`src/rtl/frame_aligner_if.sv`:
```
// frame_aligner_if: descrambled word input and aligned frame output bundle for frame_aligner
interface frame_aligner_if;
  logic [61:0] rx_data;
  logic        rx_valid;
  logic [61:0] unscrambled_data;
  logic [4:0]  frame_state;
  logic        frame_tail_flag;
  logic        frame_lock;
  logic [15:0] marker_err_cnt;
  modport master (
    output rx_data, rx_valid,
    input  unscrambled_data, frame_state, frame_tail_flag, frame_lock, marker_err_cnt
  );
  modport slave (
    input  rx_data, rx_valid,
    output unscrambled_data, frame_state, frame_tail_flag, frame_lock, marker_err_cnt
  );
endinterface

```
`src/rtl/frame_aligner.sv`:
```
// frame_aligner: acquires and tracks 26-word superframe alignment and tags words with Gray-coded positions
module frame_aligner #(
  parameter logic [43:0] MARKER   = 44'hA5C_3F0F_96E1,
  parameter int          LOCK_CNT = 3,
  parameter int          MISS_CNT = 4
) (
  input logic             clk_390p625M,
  input logic             rst,
  frame_aligner_if.slave  bus
);
  localparam logic [2:0] LOCK_N = 3'(LOCK_CNT);
  localparam logic [2:0] MISS_N = 3'(MISS_CNT);
  typedef enum logic [1:0] {HUNT, VERIFY, LOCKED} state_e;
  state_e      state_q, state_d;
  logic [4:0]  pos_q, pos_d, fs_q, fs_d, pos_nx;
  logic [2:0]  good_q, good_d, miss_q, miss_d;
  logic [61:0] data_q, data_d;
  logic [15:0] err_q, err_d;
  logic        tail_q, tail_d, lock_q, match, at_tail;
  assign match   = bus.rx_data[43:0] == MARKER;
  assign at_tail = pos_q == 5'd26;
  assign pos_nx  = at_tail ? 5'd1 : pos_q + 5'd1;
  always_comb begin
    state_d = state_q;
    pos_d   = pos_q;
    good_d  = good_q;
    miss_d  = miss_q;
    err_d   = err_q;
    fs_d    = '0;
    tail_d  = 1'b0;
    data_d  = bus.rx_valid ? bus.rx_data : data_q;
    if (bus.rx_valid)
      case (state_q)
        HUNT: if (match) begin
          state_d = (LOCK_N == 3'd1) ? LOCKED : VERIFY;
          pos_d   = 5'd1;
          good_d  = 3'd1;
        end
        VERIFY: begin
          pos_d = pos_nx;
          if (at_tail) begin
            good_d  = match ? good_q + 3'd1 : 3'd0;
            state_d = !match ? HUNT : (good_q + 3'd1 == LOCK_N) ? LOCKED : VERIFY;
          end
        end
        LOCKED: begin
          pos_d  = pos_nx;
          fs_d   = pos_q ^ (pos_q >> 1);
          tail_d = at_tail;
          // flywheel: the tail is emitted even when its marker is bad
          if (at_tail && match) miss_d = 3'd0;
          else if (at_tail) begin
            err_d  = &err_q ? err_q : err_q + 16'd1;
            miss_d = miss_q + 3'd1;
            if (miss_q + 3'd1 == MISS_N) begin
              state_d = HUNT;
              miss_d  = 3'd0;
              good_d  = 3'd0;
            end
          end
        end
        default: state_d = HUNT;
      endcase
  end
  always_ff @(posedge clk_390p625M) begin
    if (rst) begin
      state_q <= HUNT;
      pos_q   <= '0;
      good_q  <= '0;
      miss_q  <= '0;
      err_q   <= '0;
      fs_q    <= '0;
      tail_q  <= 1'b0;
      lock_q  <= 1'b0;
      data_q  <= '0;
    end else begin
      state_q <= state_d;
      pos_q   <= pos_d;
      good_q  <= good_d;
      miss_q  <= miss_d;
      err_q   <= err_d;
      fs_q    <= fs_d;
      tail_q  <= tail_d;
      lock_q  <= state_d == LOCKED;
      data_q  <= data_d;
    end
  end
  assign bus.unscrambled_data = data_q;
  assign bus.frame_state      = fs_q;
  assign bus.frame_tail_flag  = tail_q;
  assign bus.frame_lock       = lock_q;
  assign bus.marker_err_cnt   = err_q;
endmodule
```
`src/flat_wrapper.sv`:
```
// flat-port wrapper written by rule: the top's interface ports become plain ports
module frame_aligner_flat 
#(
  parameter logic [43:0] MARKER   = 44'hA5C_3F0F_96E1,
  parameter int          LOCK_CNT = 3,
  parameter int          MISS_CNT = 4
)
  (clk_390p625M, rst, bus_rx_data, bus_rx_valid, bus_unscrambled_data, bus_frame_state, bus_frame_tail_flag, bus_frame_lock, bus_marker_err_cnt);
  frame_aligner_if bus_i ();
  input logic clk_390p625M;
  input logic rst;
  input wire logic [$bits(bus_i.rx_data)-1:0] bus_rx_data;
  input wire logic [$bits(bus_i.rx_valid)-1:0] bus_rx_valid;
  output wire logic [$bits(bus_i.unscrambled_data)-1:0] bus_unscrambled_data;
  output wire logic [$bits(bus_i.frame_state)-1:0] bus_frame_state;
  output wire logic [$bits(bus_i.frame_tail_flag)-1:0] bus_frame_tail_flag;
  output wire logic [$bits(bus_i.frame_lock)-1:0] bus_frame_lock;
  output wire logic [$bits(bus_i.marker_err_cnt)-1:0] bus_marker_err_cnt;
  assign bus_i.rx_data = bus_rx_data;
  assign bus_i.rx_valid = bus_rx_valid;
  assign bus_unscrambled_data = bus_i.unscrambled_data;
  assign bus_frame_state = bus_i.frame_state;
  assign bus_frame_tail_flag = bus_i.frame_tail_flag;
  assign bus_frame_lock = bus_i.frame_lock;
  assign bus_marker_err_cnt = bus_i.marker_err_cnt;
  frame_aligner #(.MARKER(MARKER), .LOCK_CNT(LOCK_CNT), .MISS_CNT(MISS_CNT)) u_core (.clk_390p625M(clk_390p625M), .rst(rst), .bus(bus_i));
endmodule
```
`config.mk`:
```
export PLATFORM = sky130hd
export DESIGN_NAME = frame_aligner_flat
export DESIGN_NICKNAME = d
export VERILOG_FILES = /design/src/rtl/frame_aligner_if.sv /design/src/rtl/frame_aligner.sv /design/src/flat_wrapper.sv
export SDC_FILE = /design/constraint.sdc
export NUM_CORES = 1
export LEC_CHECK = 0
export CELL_PAD_IN_SITES_DETAIL_PLACEMENT = 0
export CELL_PAD_IN_SITES_GLOBAL_PLACEMENT = 1
export CORE_MARGIN = 1
export CORE_UTILIZATION = 35
export CTS_BUF_LIST = sky130_fd_sc_hd__clkbuf_8
export DETAILED_ROUTE_END_ITERATION = 16
export PLACE_DENSITY_LB_ADDON = 0.15
export REMOVE_ABC_BUFFERS = 1
export SYNTH_ARGS = -nofsm -noshare
export SYNTH_HDL_FRONTEND = slang
export SYNTH_SLANG_ARGS = --single-unit
```
`constraint.sdc`:
```
create_clock -name clk_390p625M -period 3 [get_ports clk_390p625M]
set_clock_uncertainty 0.1 [all_clocks]
set_input_delay 0.6 -clock clk_390p625M [delete_from_list [all_inputs] [get_ports clk_390p625M]]
set_output_delay 0.6 -clock clk_390p625M [all_outputs]
set_load 0.01 [all_outputs]
```
==> results <==
- The clock edge transition at the registers on the reported setup and hold paths is approximately 0.080 ns.
- The cell occurring most often along the worst timing path is buf_4.
- The die width is 113 um.
- The floorplan has 40 rows.
- The part of the cycle the worst path needs is between 90% and 100%.
- Across the VDD grid, the largest voltage drop is approximately 220 uV.
- In this design, the stage delay of the slowest critical-path cell is about 0.55 ns.
- Summed over all failing endpoints, the final setup total negative slack is 0 ns.
- In this run the cell area of the synthesized design comes to ~4300 um2.
- The worst-case hold path end point is u_core.good_q[1]$_SDFFE_PP0P_.
- Setup repair after global routing left no endpoint under its margin.
- The routed layout has about 3900 vias.
- The most area-hungry cell type in the Yosys netlist is dfxtp_1.
- The relative max-transition margin is a little under a third.
- CTS saw 98 sinks.
- After filler insertion, the fill cell instance count of the layout stands at 1162.
- Traced cell by cell, the critical path runs through clkdlybuf4s50_1, or4b_4, nor4_2, buf_4, and3_1, buf_4, a21oi_1, o31a_1, o32a_1.
- The share of the synthesized area in the top cell type is a little under half.
- Summed over all cells, the static leakage comes to roughly 0.0026 uW.
- The final-report setup violation count is 0.
- Measured along the y axis, the die boundary spans 113 um.
- TritonCTS built the clock tree.
- The first global-routing pass estimated about 20000 um of wire.
- The power per standard cell area is 410 nW/um2.
- Buffers placed on the I/O ports in this run total roughly 150.
- During synthesis, Yosys emitted a total of 0 warnings.
- The critical path capture point type is a flop.
- After legalization and detailed placement, the total HPWL measured 8680 um.
- The critical path arrival is between 3 and 4 ns.
- The final-report hold violation count was 0.
- The routed wire length is around 12000 um.
- The worst register-to-register path ends at u_core.bus.marker_err_cnt[15]$_SDFFE_PP0P_.
- Buffers inserted to repair hold after CTS numbered 0.
- The longest clock path from root to sink contains 2 buffers.
- The launch instance of the worst min-delay path is u_core.good_q[1]$_SDFFE_PP0P_.
- Synthesis inferred just under 100 register bits.
- The detail route stage leaves a number of antenna-violating nets equal to 0.
- Entering global routing, the biggest net connects 67 pins.
- Post-CTS timing repair inserted 0 buffers for setup.
- The area growth from synthesis to final layout is 48.4%.
- The number of cells on the worst reg-to-reg path is 7.
- The sequential area share after synthesis is a little under half.
- At the later pin of the worst-skew pair, clock insertion delay measures roughly 0.38 ns.
- The overall overflow remaining after global route is 0.
- The setup slack on the worst flop-to-flop path is about 0.53 ns.
- The worst hold path stage count is 2.
- The startpoint of the lowest-slack register-to-register path is u_core.pos_q[3]$_SDFFE_PP0P_.
- The number of antenna repair diodes is 0.
- The final-report max-slew violation count is 0.
- In this run the mean area of a mapped cell was between 9 and 10 um2.
- The maximum level of the CTS H-tree is 3.
- At the worst endpoint, the required time is approximately 3.2 ns.
- The startpoint kind of the worst setup timing path is a primary input.
- The number of ports placed on the die boundary is 150.
- The average wire per standard cell is ~15 um.
- The starting density of the core is a little over a third.
- In the global route stage, overall resource usage came out at between 15 and 20%.
- On the critical path, the stage with the largest delay is an instance of or4b_4.
- The proportion of layout cells with a drive suffix above 1 is 10.5%.
- The clock period could shrink to roughly 2.9 ns.
- The net count reported at finish is 713.
- In this run, CTS created clock tree buffers numbering 9.
- Max-cap violations in this run came to 0.
- The run finished with clean final reports.
- After the first detailed-routing iteration, the DRC count stood at 130.
- The slew of the pin with the lowest slew margin is roughly 1.0 ns.
- In the routed design, unresolved DRC markers number 0.
- The number of iterations in the first detailed-routing pass is 4.
- The die covers about 13000 um2.
- The area of the core is between 10000 and 15000 um2.
- Measured on the finished design, the core utilization comes to a little over half.
- The synthesized instance count is 456.
- By startpoint and endpoint, the worst setup path is classified as in -> reg.
- The number of global-route vias before repair is 4118.
- The number of different library cells used by synthesis comes to 45.
- The initial antenna violation count is 0.
- The maximum clock rate is between 300 and 400 MHz.
- Ranked by total cell area, the synthesized netlist is headed by dfxtp_1 (45%), mux2i_1 (15%), nor2_1 (7.8%).
- The number of gates resized after CTS is 0.
- The placer's final routability congestion estimate is slightly above 0.8.
- The worst hold path belongs to the class reg -> reg.
- Of all nets on the critical path, the largest fanout is 9.
- The vias per cell is between 5 and 6.
- The library cell used as clock root buffer is clkbuf_8.
-- flip-flops by register name (all words and copies together) (netlist names) --
register	flops
u_core.good_q	3
u_core.miss_q	3
u_core.state_q	2
u_core.pos_q	5
u_core.bus.frame_state	5
u_core.bus.unscrambled_data	62
u_core.bus.frame_tail_flag	1
u_core.bus.marker_err_cnt	16
u_core.bus.frame_lock	1
-- cells in the mapped netlist --
master      n
nor4_2      3
a31oi_1     2
or4_1       9
nor2_1     90
ha_1       14
o21ai_0    11
o211ai_4    1
inv_1      11
clkbuf_1   14
buf_2       1
o311ai_1    1
or4bb_1     5
nand3_1    11
nor3_1      9
or4b_4      1
nand4_1     7
mux2_2      2
buf_6       1
nor3b_1     2
nand2_1    18
nor2b_1     4
or4b_2      3
nand4bb_1   2
nor4_1     11
o31ai_1     1
mux2i_1    63
and2_1      2
nor4b_1     1
or4b_1      1
a311oi_1    1
nand2b_1    3
xnor2_1     9
a211oi_1    2
a21o_1      1
buf_1       7
o32a_1      1
nand4b_1    5
a21oi_1    15
dfxtp_1    98
o31a_1      1
and4_1      1
a2111oi_4   1
or3_1       4
xor2_1      2
and3_1      4
-- critical path, delay by kind of cell --
kind                   cells  cell delay (ns)
AOI/OAI and AO/OA          3             0.53
and+or+nand+nor            3             1.08
buffers and inverters      3             0.80
-- worst max path at each step --
stage | startpoint | to | slack, ns | cells after the start
detailed placement | bus_rx_data[37] | u_core.bus.frame_lock$_SDFF_PP0_ | -0.25 | 9
CTS | bus_rx_data[37] | u_core.bus.frame_lock$_SDFF_PP0_ | 0.16 | 9
finish | bus_rx_data[37] | u_core.bus.frame_lock$_SDFF_PP0_ | 0.15 | 9
global route | bus_rx_data[1] | u_core.pos_q[3]$_SDFFE_PP0P_ | 0.03 | 9
global placement | bus_rx_data[1] | u_core.pos_q[1]$_SDFFE_PP0P_ | -0.21 | 8
floorplan | bus_rx_data[37] | u_core.good_q[2]$_SDFFE_PP0P_ | 0.14 | 6
-- power breakdown --
part,internal [uW],switching (uW)
combinational,230,154
sequential,1350,25.2
clock,421,447
-- cells in the final DEF (no fill, tap or decap), types with 2 or more instances in the layout --
| cell type | instances |
|---|---|
| dfxtp_1 | 98 |
| ha_1 | 14 |
| nor2b_1 | 4 |
| nor4_2 | 3 |
| a211oi_1 | 2 |
| nand4bb_1 | 2 |
| nand2b_1 | 3 |
| a21oi_1 | 15 |
| nand3_1 | 11 |
| a31oi_1 | 2 |
| xnor2_1 | 9 |
| mux2i_1 | 63 |
| nor3b_1 | 2 |
| mux2_2 | 2 |
| and3_1 | 4 |
| nand4b_1 | 5 |
| clkbuf_8 | 11 |
| buf_4 | 41 |
| or4_1 | 9 |
| nand4_1 | 7 |
| or4b_2 | 3 |
| xor2_1 | 2 |
| nand2_1 | 18 |
| and2_1 | 2 |
| clkdlybuf4s50_1 | 147 |
| or4bb_1 | 5 |
| o21ai_0 | 11 |
| nor2_1 | 90 |
| inv_1 | 14 |
| nor4_1 | 11 |
| nor3_1 | 9 |
| or3_1 | 4 |
-- logic make-up (layout without fill, tap and decap cells) --
family	after synthesis	count (layout)	share of synthesized area, %
adder cells (fa/ha/maj)	14	14	4.06
XOR/XNOR	11	11	2.23
AO/OA/AOI/OAI	38	38	5.97
AND/OR/NAND/NOR	196	196	24.0
buffers and inverters	34	217	3.16
flip-flops	98	98	45.4
multiplexers	65	65	15.1
-- metrics by stage --
step	std cells	cell area [um2]	power, uW	hold slack, ns	worst slack [ns]
finish	786	6410	2630	0.387	0.147
detailed placement	770	6210	1790	0.380	-0.247
CTS	786	6410	2670	0.393	0.162
floorplan	433	4220	1510	0.346	0.143
global route	786	6410	2760	0.437	0.0323
global placement	770	6210	1790	0.370	-0.213
-- area by class of cell --
| type | instances | area, um2 | area share [%] |
|---|---|---|---|
| clock buffers | 11 | 151 | 2.36 |
| clock inverters | 5 | 46.3 | 0.722 |
| inverters | 11 | 41.3 | 0.644 |
| multi-input cells | 324 | 2220 | 34.6 |
| flip-flops and latches | 98 | 1960 | 30.6 |
| well taps | 147 | 184 | 2.87 |
| repair buffers | 190 | 1800 | 28.1 |
-- routing by layer --
metal / track usage [%] / vias to the layer above / routed length [um]
met5: 0 / - / 0
li1: - / 1968 / -
met3: 8.36 / 16 / 1030
met2: 32.2 / 103 / 5460
met4: 6.67 / 0 / 190
met1: 23.3 / 1845 / 5180
(Power assumes the default switching activity.)
